`src/rtl/sys_array_pkg.sv`:
```
// Shared types and sizing helpers for the systolic-array stream controller.
// Word counts and counter widths are derived from the array geometry parameters.
package sys_array_pkg;

    typedef enum logic [2:0] {
        ST_RX_W  = 3'd0,
        ST_RX_A  = 3'd1,
        ST_FRST  = 3'd2,
        ST_LOAD  = 3'd3,
        ST_START = 3'd4,
        ST_WAIT  = 3'd5,
        ST_TX    = 3'd6
    } state_e;

    function automatic int nw_words(input int w_w, input int w_l);
        return w_w * w_l;
    endfunction

    function automatic int na_words(input int a_w, input int a_l);
        return a_w * a_l;
    endfunction

    function automatic int nr_words(input int w_w, input int a_l);
        return w_w * a_l;
    endfunction

    function automatic int max2(input int a, input int b);
        return (a > b) ? a : b;
    endfunction

    function automatic int max3(input int a, input int b, input int c);
        return max2(max2(a, b), c);
    endfunction

    // Bits needed to count 0..n-1, never less than one.
    function automatic int cnt_width(input int n);
        return (n > 1) ? $clog2(n) : 1;
    endfunction

    function automatic int idx_width(input int nw, input int na, input int nr);
        return cnt_width(max3(nw, na, nr));
    endfunction

endpackage

```
`src/rtl/sys_array_result_tx.sv`:
```
// Result buffer and serialiser: captures the whole result matrix on a load strobe,
// then streams it row-major on a valid/ready port with a last marker and done pulse.
module sys_array_result_tx
    import sys_array_pkg::*;
#(
    parameter int DATA_WIDTH = 8,
    parameter int ROWS       = 2,
    parameter int COLS       = 2
) (
    input  logic                                      clk,
    input  logic                                      srst,
    input  logic                                      load,
    input  logic [ROWS-1:0][COLS-1:0][2*DATA_WIDTH-1:0] load_data,
    output logic                                      m_valid,
    input  logic                                      m_ready,
    output logic [2*DATA_WIDTH-1:0]                   m_data,
    output logic                                      m_last,
    output logic                                      done
);

    localparam int NR   = nr_words(ROWS, COLS);
    localparam int RW   = 2 * DATA_WIDTH;
    localparam int IX_W = cnt_width(NR);
    localparam logic [IX_W-1:0] LAST_IDX = IX_W'(NR - 1);

    logic [RW-1:0]   buf_q [NR];
    logic [RW-1:0]   buf_d [NR];
    logic [IX_W-1:0] idx_q, idx_d, idx_inc;
    logic [RW-1:0]   data_q, data_d;
    logic            valid_q, valid_d;
    logic            last_q, last_d;
    logic            hs;

    genvar gi, gj;
    generate
        for (gi = 0; gi < ROWS; gi++) begin : g_row
            for (gj = 0; gj < COLS; gj++) begin : g_col
                assign buf_d[gi*COLS + gj] = load ? load_data[gi][gj] : buf_q[gi*COLS + gj];
            end
        end
    endgenerate

    assign idx_inc = idx_q + 1'b1;
    assign hs      = valid_q && m_ready;

    always_comb begin
        valid_d = valid_q;
        idx_d   = idx_q;
        data_d  = data_q;
        last_d  = last_q;
        if (load) begin
            valid_d = 1'b1;
            idx_d   = '0;
            data_d  = load_data[0][0];
            last_d  = (LAST_IDX == '0);
        end else if (hs) begin
            if (last_q) begin
                // Hold the final word on m_data; only valid drops.
                valid_d = 1'b0;
                idx_d   = '0;
                last_d  = 1'b0;
            end else begin
                idx_d  = idx_inc;
                data_d = buf_q[idx_inc];
                last_d = (idx_inc == LAST_IDX);
            end
        end
    end

    always_ff @(posedge clk) begin
        if (srst) begin
            valid_q <= 1'b0;
            idx_q   <= '0;
            data_q  <= '0;
            last_q  <= 1'b0;
            for (int i = 0; i < NR; i++) begin
                buf_q[i] <= '0;
            end
        end else begin
            valid_q <= valid_d;
            idx_q   <= idx_d;
            data_q  <= data_d;
            last_q  <= last_d;
            buf_q   <= buf_d;
        end
    end

    assign m_valid = valid_q;
    assign m_data  = data_q;
    assign m_last  = last_q;
    assign done    = hs && last_q;

endmodule

```
`src/rtl/sys_array_stream_ctrl.sv`:
```
// Host-side sequencer: deserialises weights and data into the fetcher operand buses,
// runs one fetcher job (reset, load, start, wait) and streams the results back out.
module sys_array_stream_ctrl
    import sys_array_pkg::*;
#(
    parameter int DATA_WIDTH = 8,
    parameter int ARRAY_W_W  = 2,
    parameter int ARRAY_W_L  = 5,
    parameter int ARRAY_A_W  = 5,
    parameter int ARRAY_A_L  = 2,
    parameter int TIMEOUT    = 255
) (
    input  logic                                                 clk,
    input  logic                                                 reset,
    input  logic                                                 s_valid,
    output logic                                                 s_ready,
    input  logic [DATA_WIDTH-1:0]                                s_data,
    output logic                                                 m_valid,
    input  logic                                                 m_ready,
    output logic [2*DATA_WIDTH-1:0]                              m_data,
    output logic                                                 m_last,
    output logic                                                 busy,
    output logic                                                 error,
    output logic                                                 fetch_rst_n,
    output logic                                                 load_params,
    output logic                                                 start_comp,
    output logic [ARRAY_W_W-1:0][ARRAY_W_L-1:0][DATA_WIDTH-1:0]  input_data_w,
    output logic [ARRAY_A_W-1:0][ARRAY_A_L-1:0][DATA_WIDTH-1:0]  input_data_b,
    input  logic                                                 fetch_ready,
    input  logic [ARRAY_W_W-1:0][ARRAY_A_L-1:0][2*DATA_WIDTH-1:0] fetch_out_data
);

    localparam int ROW_W = cnt_width(max2(ARRAY_W_W, ARRAY_A_W));
    localparam int COL_W = cnt_width(max2(ARRAY_W_L, ARRAY_A_L));
    localparam int TMR_W = cnt_width(TIMEOUT);
    localparam logic [TMR_W-1:0] TMR_LAST = TMR_W'(TIMEOUT - 1);

    state_e state_q, state_d;

    logic [ROW_W-1:0] row_q, row_d, row_last;
    logic [COL_W-1:0] col_q, col_d, col_last;
    logic [TMR_W-1:0] timer_q, timer_d;
    logic             error_q, error_d;
    logic             fetch_rst_n_q, fetch_rst_n_d;
    logic             s_hs, wr_w, wr_a, phase_done, timeout_hit;
    logic             tx_load, tx_done;

    logic [ARRAY_W_W-1:0][ARRAY_W_L-1:0][DATA_WIDTH-1:0] w_bus_q, w_bus_d;
    logic [ARRAY_A_W-1:0][ARRAY_A_L-1:0][DATA_WIDTH-1:0] a_bus_q, a_bus_d;

    // ---------------- FSM: state register ----------------
    always_ff @(posedge clk) begin
        if (reset) begin
            state_q <= ST_RX_W;
        end else begin
            state_q <= state_d;
        end
    end

    // ---------------- FSM: next state ----------------
    always_comb begin
        state_d = state_q;
        case (state_q)
            ST_RX_W:  if (phase_done) state_d = ST_RX_A;
            ST_RX_A:  if (phase_done) state_d = ST_FRST;
            ST_FRST:  state_d = ST_LOAD;
            ST_LOAD:  state_d = ST_START;
            ST_START: state_d = ST_WAIT;
            ST_WAIT: begin
                if (fetch_ready) begin
                    state_d = ST_TX;
                end else if (timer_q == TMR_LAST) begin
                    state_d = ST_RX_W;
                end
            end
            ST_TX:    if (tx_done) state_d = ST_RX_W;
            default:  state_d = ST_RX_W;
        endcase
    end

    // ---------------- FSM: outputs decoded from state ----------------
    always_comb begin
        s_ready     = 1'b0;
        busy        = 1'b0;
        load_params = 1'b0;
        start_comp  = 1'b0;
        case (state_q)
            ST_RX_W, ST_RX_A:        s_ready = 1'b1;
            ST_FRST, ST_WAIT, ST_TX: busy    = 1'b1;
            ST_LOAD: begin
                busy        = 1'b1;
                load_params = 1'b1;
            end
            ST_START: begin
                busy       = 1'b1;
                start_comp = 1'b1;
            end
            default: ;
        endcase
    end

    // ---------------- Operand deserialisation ----------------
    assign s_hs = s_ready && s_valid;
    assign wr_w = s_hs && (state_q == ST_RX_W);
    assign wr_a = s_hs && (state_q == ST_RX_A);

    assign row_last = (state_q == ST_RX_W) ? ROW_W'(ARRAY_W_W - 1) : ROW_W'(ARRAY_A_W - 1);
    assign col_last = (state_q == ST_RX_W) ? COL_W'(ARRAY_W_L - 1) : COL_W'(ARRAY_A_L - 1);
    assign phase_done = s_hs && (row_q == row_last) && (col_q == col_last);

    // One row/column cursor serves both phases; it wraps to zero at each phase end.
    always_comb begin
        row_d = row_q;
        col_d = col_q;
        if (s_hs) begin
            if (col_q == col_last) begin
                col_d = '0;
                row_d = (row_q == row_last) ? '0 : row_q + 1'b1;
            end else begin
                col_d = col_q + 1'b1;
            end
        end
    end

    genvar gi, gj;
    generate
        for (gi = 0; gi < ARRAY_W_W; gi++) begin : g_w_row
            for (gj = 0; gj < ARRAY_W_L; gj++) begin : g_w_col
                assign w_bus_d[gi][gj] = (wr_w && row_q == ROW_W'(gi) && col_q == COL_W'(gj))
                                         ? s_data : w_bus_q[gi][gj];
            end
        end
        for (gi = 0; gi < ARRAY_A_W; gi++) begin : g_a_row
            for (gj = 0; gj < ARRAY_A_L; gj++) begin : g_a_col
                assign a_bus_d[gi][gj] = (wr_a && row_q == ROW_W'(gi) && col_q == COL_W'(gj))
                                         ? s_data : a_bus_q[gi][gj];
            end
        end
    endgenerate

    // ---------------- Job control: timer, sticky error, fetcher reset ----------------
    assign timeout_hit = (state_q == ST_WAIT) && !fetch_ready && (timer_q == TMR_LAST);

    always_comb begin
        // Timer runs from START, so the timeout window includes the start cycle.
        timer_d       = ((state_q == ST_START) || (state_q == ST_WAIT)) ? timer_q + 1'b1 : '0;
        error_d       = error_q || timeout_hit;
        fetch_rst_n_d = (state_d != ST_FRST);
    end

    always_ff @(posedge clk) begin
        if (reset) begin
            row_q         <= '0;
            col_q         <= '0;
            timer_q       <= '0;
            error_q       <= 1'b0;
            fetch_rst_n_q <= 1'b0;
            w_bus_q       <= '0;
            a_bus_q       <= '0;
        end else begin
            row_q         <= row_d;
            col_q         <= col_d;
            timer_q       <= timer_d;
            error_q       <= error_d;
            fetch_rst_n_q <= fetch_rst_n_d;
            w_bus_q       <= w_bus_d;
            a_bus_q       <= a_bus_d;
        end
    end

    assign error        = error_q;
    assign fetch_rst_n  = fetch_rst_n_q;
    assign input_data_w = w_bus_q;
    assign input_data_b = a_bus_q;

    // ---------------- Result capture and serialisation ----------------
    assign tx_load = (state_q == ST_WAIT) && fetch_ready;

    sys_array_result_tx #(
        .DATA_WIDTH (DATA_WIDTH),
        .ROWS       (ARRAY_W_W),
        .COLS       (ARRAY_A_L)
    ) u_result_tx (
        .clk       (clk),
        .srst      (reset),
        .load      (tx_load),
        .load_data (fetch_out_data),
        .m_valid   (m_valid),
        .m_ready   (m_ready),
        .m_data    (m_data),
        .m_last    (m_last),
        .done      (tx_done)
    );

endmodule

```
`config.mk`:
```
export PLATFORM = sky130hd
export DESIGN_NAME = sys_array_stream_ctrl
export DESIGN_NICKNAME = d
export VERILOG_FILES = /design/src/rtl/sys_array_pkg.sv /design/src/rtl/sys_array_result_tx.sv /design/src/rtl/sys_array_stream_ctrl.sv
export SDC_FILE = /design/constraint.sdc
export NUM_CORES = 1
export LEC_CHECK = 0
export CAP_MARGIN = 40
export CORE_MARGIN = 2
export CORE_UTILIZATION = 53
export DETAILED_ROUTE_END_ITERATION = 7
export PLACE_DENSITY = 0.89
export SETUP_SLACK_MARGIN = 0.05
export SYNTH_ARGS = -nofsm -noshare
export SYNTH_HDL_FRONTEND = slang
export SYNTH_HIERARCHICAL = 1
export SYNTH_SLANG_ARGS = --single-unit
```
`constraint.sdc`:
```
create_clock -name clk -period 5.74 [get_ports clk]
set_input_delay 1.148 -clock clk [delete_from_list [all_inputs] [get_ports clk]]
set_output_delay 1.148 -clock clk [all_outputs]
set_load 0.05 [all_outputs]
```
==> reports/qor.csv, run 1 <==
stage,metric,value,unit
run_status,status,finished clean,
place,gpl congestion,0.828,
grt,Overflow after GRT,0,
grt,initial antenna violation count,0,
critical_path,Critical Path AT,4.01,ns
critical_path,Worst Reg-to-Reg Cells,5,
critical_path,CP Capture Point,u_result_tx/m_data[8],
timing,final setup violation count,0,
timing,unrepaired setup endpoints after global routing,false,
critical_path,Crit. Startpoint,state_q[0],
critical_path,Worst setup SP type,register,
clocking,Sink Count,263,
floorplanning,die height,145,um
layout,ant diodes,0,
floorplanning,num rows,51,
yosys,Mapped Avg Cell Area,10.3,um^2
power,Clk pwr share,45.1,%
timing,Worst-Margin Slew,0.877,ns
timing,fmax,279,MHz
yosys,post-synthesis sequential area ratio,49.7,%
routing,via count,8442,
place,DP Wirelength,20000,um
yosys,register bit total from synthesis,263,
grt,Overall Global Routing Usage,26.6,%
floorplanning,CORE AREA,0.0195,mm^2
yosys,"FFs w/ async S/R, synth",0,%
flow_run,max cap viols,0,
critical_path,Setup CP Type,register to register,
critical_path,Reg-to-Reg End,u_result_tx/m_data[8],
yosys,Yosys cell types,59,
clocking,clock latency on the worst-skew pair,0.52,ns
critical_path,CP Data Required Time,6.16,ns
floorplanning,Ports,261,
power,switch share,22.0,%
floorplanning,die area,0.0211,mm^2
layout,filler instances,1345,
routing,routed wire length,29000,um
routing,Routed WL per cell,18.9,um
power,pwr/cell area,265,mW/mm^2
timing,Final TNS setup,0,ns
routing,Initial DRC Count,608,
critical_path,R2R Setup Slk,2.15,ns
routing,1st-pass router iterations,6,
worst_hold_path,worst hold path class,register to register,
yosys,post-synth top area share,49.7,%
yosys,commonest register cell after synthesis,dfxtp_1,
power,Int Power,0.00294,W
yosys,"area leader, netlist",dfxtp_1,
critical_path,Setup crit end kind,register,
clocking,Max Buffers Root-to-Sink,3,
clocking,number of buffers created by CTS,26,
clocking,hold_buf cts,0,
routing,DR DRC count,0,
power,Seq pwr share,48.9,%
routing,Via-to-Cell Ratio,5.50,
floorplanning,Starting Density,54.2,%
layout,FF+latch area,0.00527,mm^2
layout,proportion of layout cells with a drive suffix above 1,6.85,%
grt,first-pass GRT wire length,46100,um
yosys,Post-synth EDFFs,0,
power,Combinational Power Share,6.0,%
critical_path,maximum fanout along the worst path,58,
layout,Final Non-Filler Cells,1535,
yosys,most frequent cell after synthesis,dfxtp_1,
grt,vias in the first global route,8398,
timing,headroom to the max-slew limit,41.6,%
clocking,H-tree lvl count,1,
power,P_leak,6.01,nW
routing,ANT nets after route,0,
power,net switching power figure,0.000829,W
yosys,"Cell Area, Synth",0.0106,mm^2
yosys,yosys warns,6,
clocking,CTS resizes,0,
timing,fin crit period,3.59,ns
layout,Multi-input gate area,0.00491,mm^2
clocking,# Post-CTS Setup Buffers,0,
place,dpl cells,1489,
floorplanning,Die W,145,um
layout,Layout area overhead,34.3,%
timing,clock skew,0.00623,ns
power,VDD IR max,0.195,mV
timing,"Hold Vio Cnt, Final",0,
yosys,synthesized instance count,1028,
grt,pin count of the biggest net entering global routing,113,
yosys,"Net Count, Synth",1118,
yosys,synth top area cells,"dfxtp_1, mux2i_1, nor2_1",
timing,period utilization,62.6,%
place,# port buffers,260,
layout,Total Nets Final,1342,
timing,Max Slew Vio Count,0,
clocking,CTS tree,built,
yosys,"top cells by count, synth","dfxtp_1, nor2_1, mux2i_1",
clocking,clock root buffer,clkbuf_16,
critical_path,worst reg2reg startpoint,state_q[0],
clocking,clock slew at reported path FFs,0.06,ns
[worst max-delay path, cell delays in order, from the launching register on]
cell and delay, ns:
dfxtp_1 0.66, nor2b_1 0.70, and3_4 0.87, buf_4 0.64
a222oi_1 0.23, a211oi_1 0.33
[state kept, by name, summed over array words and instances, names as in the netlist]
name / count
col_q: 3
error: 1
fetch_rst_n: 1
input_data_b: 80
input_data_w: 80
row_q: 3
state_q: 3
timer_q: 8
u_result_tx/buf_q: 64
u_result_tx/idx_q: 2
u_result_tx/m_data: 16
u_result_tx/m_last: 1
u_result_tx/m_valid: 1
[layer usage]
layer | global-route usage [%] | share of wire, %
met1 | 33.5 | 42
met2 | 45.8 | 49
met3 | 4.08 | 5.5
met4 | 10.7 | 3.9
met5 | 0 | 0
[how the worst min path moves through the flow]
stage	startpoint	to	slack [ns]	cells past startpoint
after global placement	timer_q[0]	timer_q[0]	0.44	1
after CTS	error	error	0.47	2
after detailed placement	error	error	0.46	2
after floorplan	timer_q[0]	timer_q[0]	0.43	1
final	error	error	0.47	2
after global routing	u_result_tx/buf_q[62]	u_result_tx/buf_q[62]	0.51	2
[final cells by class]
type / count / area share [%]
multi-input combinational: 675 / 34.5
clock inverter: 9 / 0.695
tap: 265 / 2.33
inverter: 11 / 0.290
timing repair buffer: 275 / 19.8
clock buffer: 37 / 5.37
sequential: 263 / 37.0
[cells in the final DEF, fill, tap and decap left out, types with 10 or more instances in the layout]
cell             count
a211oi_1            16
nor2_1             242
mux2_1              27
inv_1               11
mux2i_1            228
nand4_2             10
clkbuf_16           27
nor3_1              24
a222oi_1            15
clkdlybuf4s50_1    259
dfxtp_1            263
a21oi_1             11
ha_1                13
[cell families (layout without fill, tap and decap cells)]
kind of cell    after synthesis  in the layout  synth area share (%)
simple gates                339            339                  14.9
flops                       263            263                  49.7
mux                         261            261                  25.1
buf+inv                      90            332                  4.00
compound gates               58             58                  4.35
fa+ha+maj                    13             13                  1.54
xor+xnor                      4              4                 0.331
[power by group through the flow]
stage / registers [W] / clock network, W / logic (W)
floorplan: 0.00191 / 0 / 0.0000811
global placement: 0.00188 / 0 / 0.000208
detailed placement: 0.00188 / 0 / 0.000224
CTS: 0.00184 / 0.00172 / 0.000225
global route: 0.00184 / 0.00180 / 0.000236
finish: 0.00184 / 0.00170 / 0.000225
[metrics by stage]
step | hold slack, ns | worst slack (ns) | power (W) | util (%) | area (um^2)
floorplan | 0.430 | 2.74 | 0.00200 | - | 10600
global placement | 0.444 | 1.81 | 0.00209 | 67.5 | 13200
detailed placement | 0.464 | 1.99 | 0.00211 | 68.4 | 13400
CTS | 0.472 | 2.18 | 0.00379 | 72.8 | 14200
global route | 0.508 | 1.84 | 0.00388 | 72.8 | 14200
finish | 0.468 | 2.15 | 0.00377 | 72.8 | 14200
Power figures use the tool's default switching activity.
==> inputs of run 2 (changes only) <==
CORE_UTILIZATION = 45   (was 53)
PLACE_DENSITY = 0.81   (was 0.89)
clock period = 3.3 ns   (was 5.74 ns; I/O delays follow)
==> run 2 against run 1 <==
  * Combinational power up 71%
  * Global-route usage is 4.5 points lower
  * Clock power is 81% higher
  * Sequential cell count did not move
  * Worst setup slack worse by 1.9 ns
  * Non-clock buffer count is 9 higher
  * Sequential power up 74%
  * Register-to-register slack worse by 1.2 ns
  * Clock-buffer cell count unchanged
  * Critical path type is now register to output pin
  * Largest power group unchanged
==> reports/qor.csv, run 2 (synthesis results as in run 1) <==
stage,metric,value,unit
floorplanning,num rows,56,
power,Combinational Power Share,5.8,%
critical_path,Worst Reg-to-Reg Cells,5,
grt,initial antenna violation count,0,
layout,"most common cell after layout, fill and taps aside",dfxtp_1,
critical_path,worst reg2reg startpoint,state_q[1],
routing,Via-to-Cell Ratio,5.16,
timing,period utilization,92.2,%
place,DP Wirelength,19500,um
power,total power,0.00667,W
grt,pin count of the biggest net entering global routing,90,
clocking,number of buffers created by CTS,27,
layout,Final Non-Filler Cells,1601,
power,Int Power,0.00516,W
timing,clock skew,0.0110,ns
critical_path,critical path's slowest cell,clkdlybuf4s50_1,
clocking,clock root buffer,clkbuf_16,
clocking,clock slew at reported path FFs,0.06,ns
critical_path,Setup crit end kind,output pin,
timing,hold slack final,0.476,ns
timing,unrepaired setup endpoints after global routing,false,
power,pwr/cell area,465,mW/mm^2
clocking,Sink Count,263,
place,dpl cells,1552,
layout,final core area utilization,61.7,%
floorplanning,die height,157,um
layout,Layout area overhead,35.5,%
grt,Overflow after GRT,0,
grt,vias in the first global route,7848,
critical_path,R2R Setup Slk,0.97,ns
timing,fmax,329,MHz
critical_path,CP Cell Sequence,"inv_1, nor3_1, clkdlybuf4s50_1",
layout,ant diodes,0,
worst_hold_path,Worst Hold Path EP,timer_q[0],
floorplanning,CORE AREA,0.0233,mm^2
layout,Total Nets Final,1352,
critical_path,Crit. Startpoint,state_q[1],
power,Seq pwr share,48.1,%
timing,headroom to the max-slew limit,45.4,%
floorplanning,die area,0.0248,mm^2
critical_path,Setup CP Type,register to output pin,
critical_path,Critical Path AT,2.38,ns
place,gpl congestion,0.810,
routing,1st-pass router iterations,7,
worst_hold_path,worst hold path class,register to register,
timing,"Hold Vio Cnt, Final",0,
critical_path,maximum fanout along the worst path,13,
floorplanning,Starting Density,45.5,%
timing,final setup violation count,0,
place,# port buffers,260,
routing,routed wire length,28200,um
floorplanning,Die W,157,um
clocking,clock latency on the worst-skew pair,0.53,ns
clocking,CTS tree,built,
critical_path,CP Data Required Time,2.64,ns
routing,DR DRC count,0,
clocking,H-tree lvl count,1,
timing,Final TNS setup,0,ns
worst_hold_path,Hold Crit Depth,1,
layout,most frequent cells in the layout,"dfxtp_1, clkdlybuf4s50_1, nor2_1",
power,switch share,22.6,%
power,VDD IR max,0.302,mV
power,Clk pwr share,46.2,%
critical_path,Worst setup SP type,register,
floorplanning,Ports,261,
power,net switching power figure,0.00150,W
flow_run,max cap viols,0,
grt,first-pass GRT wire length,43400,um
grt,Overall Global Routing Usage,22.1,%
timing,fin crit period,3.04,ns
power,P_leak,6.04,nW
clocking,Max Buffers Root-to-Sink,3,
routing,Initial DRC Count,656,
critical_path,Reg-to-Reg End,u_result_tx/m_data[9],
routing,Routed WL per cell,17.6,um
timing,Max Slew Vio Count,0,
routing,via count,8257,
layout,filler instances,1930,
worst_hold_path,Hold Startpoint,timer_q[0],
critical_path,CP max stage delay,0.85,ns
timing,Worst-Margin Slew,0.816,ns
layout,proportion of layout cells with a drive suffix above 1,7.96,%
run_status,status,finished clean,
routing,ANT nets after route,0,
-- run 2: layer usage --
metal / track usage, % / vias up / wire [um]
met4: 7.66 / 0 / 951
met1: 29.1 / 3906 / 12300
met3: 4.49 / 57 / 1770
met2: 36.0 / 259 / 13100
li1: - / 4035 / -
met5: 0 / - / 0
-- run 2: how the worst max path moves through the flow --
stage	end	slack, ns	cells past startpoint
after global routing	load_params	0.1	3
after detailed placement	u_result_tx/m_data[3]	0.47	5
after floorplan	load_params	0.79	3
final	load_params	0.26	3
after global placement	u_result_tx/m_data[6]	0.49	5
after CTS	busy	0.19	3
-- run 2: critical path, delay by kind of cell, from the launching register on --
family / cells / cell delay (ns)
simple gates: 1 / 0.25
flops: 1 / 0.61
buf+inv: 2 / 0.99
-- run 2: cell type report --
cell class / instances / area [um^2] / share of cell area, %
inverter: 11 / 41.3 / 0.288
tap: 319 / 399 / 2.78
clock buffer: 37 / 783 / 5.46
timing repair buffer: 284 / 2830 / 19.7
clock inverter: 12 / 124 / 0.863
multi-input combinational: 675 / 4910 / 34.2
sequential: 263 / 5270 / 36.7
-- run 2: per-stage QoR --
step                      cell area, um^2  setup WS [ns]
final                               14400          0.258
after CTS                           14400          0.192
after floorplan                     10600          0.790
after global placement              13400          0.487
after detailed placement            13400          0.470
after global routing                14400         0.0959
-- run 2: power groups by stage --
| stage | clock [W] | sequential, W | combinational [W] |
|---|---|---|---|
| floorplan | 0 | 0.00333 | 0.000141 |
| global placement | 0 | 0.00328 | 0.000374 |
| detailed placement | 0 | 0.00328 | 0.000381 |
| CTS | 0.00313 | 0.00321 | 0.000383 |
| global route | 0.00327 | 0.00321 | 0.000404 |
| finish | 0.00308 | 0.00321 | 0.000384 |
-- run 2: timing repair --
action,4_1_cts,5_1_grt
buffers inserted,0,0
hold endpoints to repair,0,0
setup endpoints to repair,0,1
hold buffers,0,0
gates resized for setup,0,1
==> inputs of run 3 (changes only) <==
CORE_UTILIZATION = 53   (was 45)
GPL_ROUTABILITY_DRIVEN = 1   (was default)
PLACE_DENSITY = 0.89   (was 0.81)
clock period = 3.6 ns   (was 3.3 ns; I/O delays follow)
==> run 3 against run 2 <==
  * Global-route usage up 4.5 points
  * Sequential cell count unchanged
  * Hold slack worse by 0.0066 ns
  * Non-clock buffer count down 8
  * Register-to-register slack worse by 0.07 ns
  * First-iteration DRC count down 18%
  * Sequential share of layout area up 0.28 points
  * Die area down 15%
  * Clock skew down 0.0023 ns
==> reports/qor.csv, run 3 (synthesis results as in run 1) <==
stage,metric,value,unit
grt,initial antenna violation count,0,
timing,Max Slew Vio Count,0,
flow_run,max cap viols,0,
layout,"most common cell after layout, fill and taps aside",dfxtp_1,
clocking,# Post-CTS Setup Buffers,0,
place,# port buffers,260,
clocking,Max Buffers Root-to-Sink,3,
layout,Layout area overhead,34.5,%
grt,first-pass GRT wire length,46100,um
power,P_leak,6.01,nW
grt,vias in the first global route,8454,
clocking,clock slew at reported path FFs,0.06,ns
grt,Overflow after GRT,0,
routing,1st-pass router iterations,7,
clocking,CTS tree,built,
clocking,number of buffers created by CTS,26,
grt,pin count of the biggest net entering global routing,107,
clocking,Sink Count,263,
routing,ANT nets after route,0,
critical_path,CP Data Required Time,2.88,ns
timing,fmax,326,MHz
worst_hold_path,worst hold path class,register to register,
floorplanning,Die W,145,um
routing,Via-to-Cell Ratio,5.49,
timing,clock skew,0.00876,ns
layout,most frequent cells in the layout,"dfxtp_1, clkdlybuf4s50_1, nor2_1",
floorplanning,CORE AREA,0.0195,mm^2
layout,proportion of layout cells with a drive suffix above 1,6.93,%
place,gpl congestion,0.855,
place,DP Wirelength,19700,um
routing,Routed WL per cell,18.9,um
clocking,hold_buf cts,0,
power,pwr/cell area,427,mW/mm^2
grt,global-route track usage on met1,32.0,%
clocking,CTS resizes,0,
layout,Total Nets Final,1343,
routing,Initial DRC Count,541,
floorplanning,num rows,51,
floorplanning,Ports,261,
timing,Final TNS setup,0,ns
layout,filler instances,1324,
timing,Worst-Margin Slew,0.877,ns
routing,DR DRC count,0,
timing,period utilization,85.2,%
floorplanning,Starting Density,54.2,%
critical_path,Worst setup SP type,register,
layout,ant diodes,0,
timing,headroom to the max-slew limit,41.3,%
timing,"Hold Vio Cnt, Final",0,
timing,final setup violation count,0,
clocking,clock root buffer,clkbuf_16,
power,VDD IR max,0.369,mV
floorplanning,die height,145,um
critical_path,Setup crit end kind,output pin,
grt,grt peak-use layer,met2,
grt,met3 usage,5.30,%
clocking,clock latency on the worst-skew pair,0.52,ns
run_status,status,finished clean,
timing,unrepaired setup endpoints after global routing,false,
critical_path,Setup CP Type,register to output pin,
grt,GRT met2 Usage,45.5,%
timing,fin crit period,3.07,ns
critical_path,Critical Path AT,2.35,ns
power,total power,0.00608,W
grt,Overall Global Routing Usage,26.6,%
critical_path,maximum fanout along the worst path,16,
routing,via count,8426,
clocking,H-tree lvl count,1,
floorplanning,die area,0.0211,mm^2
routing,routed wire length,29000,um
## run 3: cell count changes in the layout (fill, tap and decap cells not counted)
| cell | before | now |
|---|---|---|
| buf_4 | 20 | 6 |
| buf_8 | 1 | 6 |
| buf_12 | 1 | 3 |
| clkbuf_8 | 7 | 5 |
| clkinvlp_4 | 4 | 2 |
| buf_16 | 1 | 0 |
| bufinv_16 | 2 | 3 |
| clkinv_2 | 5 | 4 |
| dfxtp_1 | 262 | 263 |
| dfxtp_2 | 1 | 0 |
| inv_6 | 1 | 0 |
## run 3: per-layer routing
metal,vias up,wire length (um)
met4,0,1560
met2,326,14000
met3,93,1810
li1,3998,-
met5,-,0
met1,4009,11600
## run 3: final timing paths
| check | startpoint | endpoint | slack (ns) | cells after the start |
|---|---|---|---|---|
| worst max register to register | state_q[0] | u_result_tx/m_data[15] | 0.90 | 5 |
| worst max-delay path | state_q[0] | load_params | 0.53 | 3 |
| worst min register to register | timer_q[0] | timer_q[0] | 0.47 | 1 |
| worst min-delay path | timer_q[0] | timer_q[0] | 0.47 | 1 |
## run 3: report_power, final
group,total [W],internal [W],switching (W)
Sequential,0.00294,0.00293,0.0000131
Combinational,0.000352,0.000147,0.000206
Clock,0.00279,0.00168,0.00112
Total,0.00608,0.00475,0.00134
## run 3: per-stage QoR
stage               utilization, %  hold slack [ns]  setup WS (ns)  cells  cell area [um^2]
finish                        72.9            0.469          0.534   1534             14200
global route                  72.9            0.519          0.354   1534             14200
CTS                           72.9            0.469          0.492   1534             14200
detailed placement            68.4            0.455          0.625   1490             13400
global placement              67.9            0.442          0.683   1483             13300
floorplan                        -            0.430           1.03   1028             10600
## run 3: layout make-up
type	instances	area, um^2	share of cell area (%)
inverters	11	41.3	0.290
clock inverters	9	125	0.879
flip-flops and latches	263	5270	37.0
repair buffers	276	2810	19.7
clock buffers	35	756	5.31
well taps	265	332	2.33
multi-input cells	675	4910	34.5
## run 3: critical path, stage by stage (launching register included)
cell and delay, ns:
dfxtp_1 0.68, inv_1 0.12, nor3_1 0.18, clkdlybuf4s50_1 0.85
